[src/rtl/nco_pkg.sv]
// Shared widths, state encoding and reset constants for the NCO sweep controller.
package nco_pkg;

  localparam int unsigned W_STEP = 24;
  localparam int unsigned W_MOD  = 24;
  localparam int unsigned W_TICK = 8;

  typedef enum logic [1:0] {
    IDLE,
    RUN,
    DONE
  } sweep_state_t;

  // An all-ones modulo keeps the NCO from ever wrapping while no sweep is configured.
  localparam logic [W_MOD-1:0] MOD_RESET = '1;

endpackage

[src/rtl/nco_step_next.sv]
// Next step value with clamping at the sweep bounds.
// NCO_SWEEP_PINGPONG_EN adds a down-count path clamped at the lower bound.
module nco_step_next #(
  parameter int unsigned W = nco_pkg::W_STEP
) (
  input  logic [W-1:0] cur,
  input  logic [W-1:0] incr,
  input  logic [W-1:0] hi,
`ifdef NCO_SWEEP_PINGPONG_EN
  input  logic [W-1:0] lo,
  input  logic         down,
`endif
  output logic [W-1:0] next
);

  logic [W:0] sum;
`ifdef NCO_SWEEP_PINGPONG_EN
  logic [W:0] diff;
`endif

  always_comb begin
    // One extra bit so the compare sees a true sum and the add can never wrap.
    sum  = {1'b0, cur} + {1'b0, incr};
    next = (sum >= {1'b0, hi}) ? hi : sum[W-1:0];
`ifdef NCO_SWEEP_PINGPONG_EN
    diff = {1'b0, cur} - {1'b0, incr};
    if (down) begin
      next = (diff[W] || (diff[W-1:0] <= lo)) ? lo : diff[W-1:0];
    end
`endif
  end

endmodule

[src/rtl/nco_sweep_ctrl.sv]
// Stepped-chirp controller driving the NCO step/mod/mask inputs from a registered sweep.
// Define NCO_SWEEP_PINGPONG_EN for a continuous up/down sweep instead of a one-shot ramp.
module nco_sweep_ctrl
  import nco_pkg::*;
#(
  parameter int unsigned W_STEP  = nco_pkg::W_STEP,
  parameter int unsigned W_MOD   = nco_pkg::W_MOD,
  parameter int unsigned W_TICK  = nco_pkg::W_TICK,
  parameter int unsigned W_DWELL = 16,
  parameter int unsigned W_CNT   = 16
) (
  input  logic               clock,
  input  logic               reset,
  input  logic               cfg_valid,
  output logic               cfg_ready,
  input  logic [W_STEP-1:0]  start_step,
  input  logic [W_STEP-1:0]  stop_step,
  input  logic [W_STEP-1:0]  incr,
  input  logic [W_DWELL-1:0] dwell,
  input  logic [W_MOD-1:0]   mod_in,
  input  logic [W_TICK-1:0]  mask_in,
  input  logic               abort,
  output logic [W_STEP-1:0]  step,
  output logic [W_MOD-1:0]   mod,
  output logic [W_TICK-1:0]  mask,
  output logic               busy,
  output logic               done,
  output logic               cfg_err,
  output logic [W_CNT-1:0]   upd_cnt
);

  sweep_state_t       state_q, state_d;
  logic [W_STEP-1:0]  step_q, step_d;
  logic [W_MOD-1:0]   mod_q, mod_d;
  logic [W_TICK-1:0]  mask_q, mask_d;
  logic [W_STEP-1:0]  stop_q, stop_d;
  logic [W_STEP-1:0]  incr_q, incr_d;
  logic [W_DWELL-1:0] dwell_q, dwell_d;
  logic [W_DWELL-1:0] cnt_q, cnt_d;
  logic [W_CNT-1:0]   upd_q, upd_d;
  logic               cfg_err_q, cfg_err_d;
  logic               cfg_bad;
  logic [W_STEP-1:0]  step_nxt;
  logic               last_value;

`ifdef NCO_SWEEP_PINGPONG_EN
  logic [W_STEP-1:0]  start_q, start_d;
  logic               dir_q, dir_d, dir_eff;

  // Turn around at either bound before computing the next value.
  always_comb begin
    dir_eff = dir_q;
    if (step_q == stop_q) begin
      dir_eff = 1'b1;
    end else if (step_q == start_q) begin
      dir_eff = 1'b0;
    end
  end

  assign last_value = 1'b0;
`else
  assign last_value = (step_q == stop_q);
`endif

  nco_step_next #(
    .W   (W_STEP)
  ) u_step_next (
    .cur  (step_q),
    .incr (incr_q),
    .hi   (stop_q),
`ifdef NCO_SWEEP_PINGPONG_EN
    .lo   (start_q),
    .down (dir_eff),
`endif
    .next (step_nxt)
  );

  always_comb begin
    cfg_bad = (start_step > stop_step) ||
              ({{W_MOD{1'b0}}, stop_step} >= {{W_STEP{1'b0}}, mod_in}) ||
              ((incr == '0) && (start_step != stop_step));
  end

  always_comb begin
    state_d   = state_q;
    step_d    = step_q;
    mod_d     = mod_q;
    mask_d    = mask_q;
    stop_d    = stop_q;
    incr_d    = incr_q;
    dwell_d   = dwell_q;
    cnt_d     = cnt_q;
    upd_d     = upd_q;
    cfg_err_d = 1'b0;
`ifdef NCO_SWEEP_PINGPONG_EN
    start_d   = start_q;
    dir_d     = dir_q;
`endif
    unique case (state_q)
      IDLE: begin
        if (cfg_valid) begin
          if (cfg_bad) begin
            cfg_err_d = 1'b1;
          end else begin
            state_d = RUN;
            step_d  = start_step;
            mod_d   = mod_in;
            mask_d  = mask_in;
            stop_d  = stop_step;
            incr_d  = incr;
            dwell_d = (dwell == '0) ? W_DWELL'(1) : dwell;
            cnt_d   = W_DWELL'(1);
            upd_d   = '0;
`ifdef NCO_SWEEP_PINGPONG_EN
            start_d = start_step;
            dir_d   = 1'b0;
`endif
          end
        end
      end
      RUN: begin
        if (abort) begin
          state_d = IDLE;
        end else if (cnt_q == dwell_q) begin
          if (last_value) begin
            state_d = DONE;
          end else begin
            step_d = step_nxt;
            cnt_d  = W_DWELL'(1);
            upd_d  = upd_q + W_CNT'(1);
`ifdef NCO_SWEEP_PINGPONG_EN
            dir_d  = dir_eff;
`endif
          end
        end else begin
          cnt_d = cnt_q + W_DWELL'(1);
        end
      end
      DONE: begin
        state_d = IDLE;
      end
      default: begin
        state_d = IDLE;
      end
    endcase
  end

  always_ff @(posedge clock) begin
    if (reset) begin
      state_q   <= IDLE;
      step_q    <= '0;
      mod_q     <= '1;
      mask_q    <= '0;
      stop_q    <= '0;
      incr_q    <= '0;
      dwell_q   <= W_DWELL'(1);
      cnt_q     <= W_DWELL'(1);
      upd_q     <= '0;
      cfg_err_q <= 1'b0;
`ifdef NCO_SWEEP_PINGPONG_EN
      start_q   <= '0;
      dir_q     <= 1'b0;
`endif
    end else begin
      state_q   <= state_d;
      step_q    <= step_d;
      mod_q     <= mod_d;
      mask_q    <= mask_d;
      stop_q    <= stop_d;
      incr_q    <= incr_d;
      dwell_q   <= dwell_d;
      cnt_q     <= cnt_d;
      upd_q     <= upd_d;
      cfg_err_q <= cfg_err_d;
`ifdef NCO_SWEEP_PINGPONG_EN
      start_q   <= start_d;
      dir_q     <= dir_d;
`endif
    end
  end

  assign cfg_ready = (state_q == IDLE);
  assign busy      = (state_q != IDLE);
  assign done      = (state_q == DONE);
  assign cfg_err   = cfg_err_q;
  assign step      = step_q;
  assign mod       = mod_q;
  assign mask      = mask_q;
  assign upd_cnt   = upd_q;

endmodule

[config.mk]
export PLATFORM = sky130hd
export DESIGN_NAME = nco_sweep_ctrl
export DESIGN_NICKNAME = d
export VERILOG_FILES = /design/src/rtl/nco_pkg.sv /design/src/rtl/nco_step_next.sv /design/src/rtl/nco_sweep_ctrl.sv
export SDC_FILE = /design/constraint.sdc
export NUM_CORES = 1
export LEC_CHECK = 0
export CAP_MARGIN = 10
export CORE_ASPECT_RATIO = 0.9
export CORE_MARGIN = 4
export CORE_UTILIZATION = 43
export CTS_BUF_LIST = sky130_fd_sc_hd__clkbuf_2 sky130_fd_sc_hd__clkbuf_4 sky130_fd_sc_hd__clkbuf_8
export DETAILED_ROUTE_END_ITERATION = 8
export GPL_ROUTABILITY_DRIVEN = 0
export GPL_TIMING_DRIVEN = 0
export PLACE_DENSITY = 0.76
export SYNTH_ARGS = -nofsm -noshare
export SYNTH_HDL_FRONTEND = slang
export SYNTH_HIERARCHICAL = 1
export SYNTH_SLANG_ARGS = --single-unit
[constraint.sdc]
create_clock -name clock -period 6.6 [get_ports clock]
set_input_delay 1.98 -clock clock [delete_from_list [all_inputs] [get_ports clock]]
set_output_delay 1.98 -clock clock [all_outputs]
set_load 0.02 [all_outputs]
# [Yosys cells after proc, flatten, opt, wreduce, memory -nomap -nowiden]
# Cells that the tools add are included.
[word_totals] register_bits=155 input_bits=124 output_inout_bits=76 word_cells=72
[classes] add_sub_neg=3 n_lt_le_gt_ge=3 eq_ne=13 muxes=27 n_bitwise=3 reduce_logical=13
[op_table] op="$mux W16" count=11
[op_table] op="$mux W24" count=6
[op_table] op="$pmux W16 S2" count=2
[op_table] op="$pmux W24 S2" count=1
[op_table] op="$add A16 B1 Y16 const B" count=2
[op_table] op="$add A24 B24 Y25" count=1
[op_table] op="$ge A25 B24 Y1" count=1
[op_table] op="$eq A24 B24 Y1" count=1
[op_table] op="$ge A24 B24 Y1" count=1
[op_table] op="$gt A24 B24 Y1" count=1
[op_table] op="$logic_not A24 Y1" count=1
[op_table] op="$ne A24 B24 Y1" count=1
[op_table] op="$eq A16 B16 Y1" count=1
[op_table] op="$logic_not A16 Y1" count=1
[op_table] op="$mux W2" count=5
[op_table] op="$ne A2 B2 Y1 const B" count=5
[op_table] op="$ne A3 B3 Y1 const B" count=3
[op_table] op="$reduce_and A6 Y1" count=1
[op_table] op="$reduce_and A5 Y1" count=1
[op_table] op="$pmux W2 S2" count=1
[op_table] op="$reduce_and A4 Y1" count=1
[op_table] op="$reduce_bool A2 Y1" count=2
[op_table] op="$not A1 Y1" count=3
[op_table] op="$reduce_and A3 Y1" count=1
[op_table] op="7 further kinds" count=8

# [Longest topological paths before layout]
# Gate-level depths: netlist (run 1).
[logic_depth] ltp_word=7 mapped_depth=21 ltp_nobuf=20

# [Hierarchy]
# The synthesis (run 1) kept the hierarchy.
[modules_own_cells] module="nco_sweep_ctrl" instances=1 cells_per_inst=964 area_each_um2=8379.3 seq_area_each_um2=3103.0
[modules_own_cells] module="nco_step_next" instances=1 cells_per_inst=297 area_each_um2=2270.9 seq_area_each_um2=0.0

# [Worst setup path before layout (run 1)]
# No wires, ideal clock.
[synth_path] path_type="register to register" from="register step_q[0] (netlist: step[0])" to="register step_q[14] (netlist: step[14])" t_arrival_ps=4879 required_ps=6468 slack_ps=1589 path_stages_with_launch=22 path_buffers=1 period_less_slack_ps=5011 cell_sequence="dfxtp_1 -> ha_1 -> fa_1 -> a211oi_1 -> o21ai_0 -> a211o_1 -> a31oi_1 -> o221ai_1 -> xor2_1 -> ha_1 -> a21o_1 -> a21o_1 -> a21o_1 -> a2111oi_0 -> a21oi_1 -> a211oi_4 -> buf_6 -> mux2_2 -> mux2i_1 -> o31ai_1 -> a2bb2oi_1 -> a21oi_1"
[synth_via] elab_chain_len=7 word_cells_on_any_way=10
[synth_lines] item="start: declaration" line_no="nco_sweep_ctrl.sv:33" rtl="logic [W_STEP-1:0] step_q, step_d;"
[synth_lines] item="start signal: assignment" line_no="nco_sweep_ctrl.sv:166" rtl="step_q <= step_d;"
[synth_lines] item="$add A24 B24 Y25 *" line_no="nco_step_next.sv:23" rtl="sum = {1'b0, cur} + {1'b0, incr};"
[synth_lines] item="$ge A25 B24 Y1" line_no="nco_step_next.sv:24" rtl="next = (sum >= {1'b0, hi}) ? hi : sum[W-1:0];"
[synth_lines] item="$mux W24 *" line_no="nco_step_next.sv:24"
[synth_lines] item="via step_nxt[14]" line_no="nco_sweep_ctrl.sv:43" rtl="logic [W_STEP-1:0] step_nxt;"
[synth_lines] item="$mux W24 *" line_no="nco_sweep_ctrl.sv:125" rtl="if (last_value) begin"
[synth_lines] item="$mux W24 *" line_no="nco_sweep_ctrl.sv:124" rtl="end else if (cnt_q == dwell_q) begin"
[synth_lines] item="$mux W24 *" line_no="nco_sweep_ctrl.sv:122" rtl="if (abort) begin"
[synth_lines] item="$pmux W24 S2 *" line_no="nco_sweep_ctrl.sv:99" rtl="unique case (state_q)"
# The timed path passes the listed nets; every way through them passes the cells marked *. The select of a mux whose other input is x is not followed.
# A chain may end at the register's enable or synchronous reset.

# [Final worst setup path (run 1)]
[layout_path] from="register step_q[0] (netlist: step[0])" to="register step_q[9] (netlist: step[9])"
# The elaborated chain is that of the path after synthesis.

==> results of run 1 <==
[final cells by class]
| type | instances | area, um^2 | share of cell area |
|---|---|---|---|
| inverters | 83 | 312 | 0.0233 |
| plain buffers | 70 | 334 | 0.0250 |
| repair buffers | 198 | 1980 | 0.148 |
| clock buffers | 21 | 270 | 0.0202 |
| clock inverters | 10 | 92.6 | 0.00692 |
| well taps | 308 | 385 | 0.0288 |
| flip-flops and latches | 155 | 3100 | 0.232 |
| multi-input cells | 953 | 6900 | 0.516 |
[path summary, 6_finish.rpt]
| kind | startpoint | to | slack [ns] |
|---|---|---|---|
| max | step[0] | step[9] | 0.77 |
| min | mod[0] | mod[0] | 0.49 |
| max reg2reg | step[0] | step[9] | 0.77 |
| min reg2reg | mod[0] | mod[0] | 0.49 |
[state kept, by name (all words and copies together), names as in the netlist]
register  cells
mask          8
cnt_q        16
upd_cnt      16
step         24
mod          24
incr_q       24
state_q       2
cfg_err       1
stop_q       24
dwell_q      16
[cell families after synthesis]
group / Yosys count / synth area share
fa+ha+maj: 99 / 0.117
mux: 123 / 0.118
flops: 155 / 0.291
compound gates: 334 / 0.209
xor+xnor: 57 / 0.0469
simple gates: 340 / 0.157
buf+inv: 153 / 0.0606
[through the flow]
step | setup WS [ns] | instance area (um^2) | std cells
floorplan | 1.59 | 10700 | 1261
global placement | 0.976 | 13000 | 1767
detailed placement | 0.939 | 13000 | 1767
CTS | 0.923 | 13400 | 1798
global route | 0.349 | 13400 | 1798
finish | 0.770 | 13400 | 1798
[cells in the final DEF, fill, tap and decap left out, types with 12 or more instances in the layout]
| cell | count |
|---|---|
| a21o_1 | 24 |
| a21oi_1 | 101 |
| a2bb2oi_1 | 24 |
| a31oi_1 | 14 |
| buf_2 | 12 |
| clkbuf_1 | 44 |
| clkbuf_8 | 18 |
| clkdlybuf4s50_1 | 198 |
| dfxtp_1 | 155 |
| ha_1 | 98 |
| inv_1 | 83 |
| mux2_1 | 19 |
| mux2i_1 | 99 |
| nand2_1 | 88 |
| nand3_1 | 26 |
| nand4_1 | 26 |
| nor2_1 | 94 |
| nor3_1 | 21 |
| nor4_1 | 14 |
| o211ai_1 | 35 |
| o21ai_0 | 53 |
| o31ai_1 | 37 |
| or4_1 | 16 |
| xnor2_1 | 52 |
[report_power, final]
group,internal [mW],switching (mW)
logic,0.458,0.534
registers,0.994,0.0713
clock network,0.318,0.375
total,1.77,0.981
[worst min-delay path: stages, from the launching register on]
cell     delay (ns)
dfxtp_1        0.34
mux2i_1        0.07
nand2_1        0.05
[routing by layer]
metal	vias up	wire [um]	global-route usage
li1	5045	-	-
met1	4917	15400	0.336
met2	477	15000	0.384
met3	72	3400	0.0689
met4	0	1040	0.0829
met5	-	0	0
==> flow_summary.yaml, run 1 <==
run_status:
  outcome: "finished, final reports clean"
yosys:
  ys_ff_latch: 155
  async_flop_share: 0
  synth.avg_cell_area_um2: 8.45
  synth_top_area_share: 0.291
  synth-edff-count: 0
  synthCells: 1261
  yosysUniqueCellTypes: 64
  syn_nets: 1484
  synthFlopType: "dfxtp_1"
  ys_seq_area_frac: 0.291
  synthTopCellsByArea: "dfxtp_1, ha_1, mux2i_1, a21oi_1, xnor2_1"
  yosysWarningCount: 6
  netlist_area_mm2: 0.0107
  yosysMostFrequentCell: "dfxtp_1"
  synth_top_area_cell: "dfxtp_1"
  synthTopCellsByCount: "dfxtp_1, a21oi_1, mux2i_1, ha_1, nor2_1"
finish:
  num-nets-final: 1701
  syn2layout_area_growth_pct: 25.6
  final_util: 0.550
  layout-drive-gt1-share: 0.0503
  n_antenna_cell: 0
  fillCellCount: 2240
sta:
  skew_ns: 0.0174
  period_minus_slack_ns: 5.83
  finalSetupTns_ns: 0
  rsz0062_at_grt: "false"
  final.period_utilization: 0.883
  finalSetupViolCount: 0
  hold_slack_ns: 0.488
  worstMarginPinSlew_ns: 0.832
  drv_slew: 0
  max_freq_mhz: 172
  finalHoldViolations: 0
  relSlewSlack: 0.441
critical_path:
  endpoint_kind: "flip-flop"
  critPathMaxStageDelay_ns: 0.43
  critPathSlowestCell: "fa_1"
  r2r_cells: 21
  critPathTopFamily: "compound AO/OA/AOI/OAI gates"
  cp_num_buf_inv: 1
  arrival_ns: 6.16
  cp_max_fo: 10
  crit_path_start_kind: "flip-flop"
  path_cells: "ha_1 -> fa_1 -> a211oi_1 -> o21ai_0 -> a211o_1 -> a31oi_1 -> o221ai_1 -> xor2_1 -> ha_1 -> a21o_1 -> a21o_1 -> a21o_1 -> a2111oi_0 -> a21oi_1 -> a211oi_4 -> buf_6 -> mux2_1 -> mux2i_1 -> o31ai_1 -> a2bb2oi_1 -> a21oi_1"
  path_class: "reg -> reg"
  crit_required_ns: 6.93
  path_depth: 21
  crit_top_cell: "a21o_1"
clocking:
  cts-root-buf: "clkbuf_8"
  numCtsBuffers: 17
  htree_levels: 4
  cts.repair.resized: 0
  cts_setup_buffers: 0
  holdBufCountCts: 0
  cts_tree: "done"
  clock_latency_ns: 0.47
  clock_sinks: 155
  clk_pin_slew_ns: 0.09
  cts_buffer_depth: 2
global_route:
  overflow: 0
  track_usage: 0.248
  grt_pass1_vias: 10113
  grt_pass1_wl_mm: 54.2
  grt_max_degree: 17
  antenna_found_initial: 0
route:
  dr.first_iter.drc_count: 771
  routed_via_density: 5.85
  drc: 0
  vias: 10511
  detail-route-antenna-nets: 0
  dr.pass1.iters: 5
  wl_per_cell_um: 19.4
  finalWirelength_mm: 34.9
pwr:
  power_mw: 2.75
  p_leak_nw: 5.71
  power_density_mw_per_mm2: 206
  peakVddDrop_uv: 133
floorplanning:
  boundaryPins: 200
  fp.coreArea_mm2: 0.0243
  initial_utilization: 0.438
  dieArea_mm2: 0.0274
  die_x_um: 174
  die_h_um: 157
  row_count: 54
flow_run:
  cap_violations: 0
min_path:
  hold_path_depth: 2
  hp-class: "reg -> reg"
placed_design:
  io_buffers: 198
  hpwl_mm: 28.0
Power figures use the tool's default switching activity.
==> run 2, diff against run 1 <==
- ABC_AREA: unset -> 0
==> results of run 2 <==
Same layout as run 1: the final DEF is identical, and so are final timing and power.
==> run 3, diff against run 2 <==
- HOLD_SLACK_MARGIN: unset -> 0.03
==> results of run 3 <==
Same layout as run 1: the final DEF is identical, and so are final timing and power.
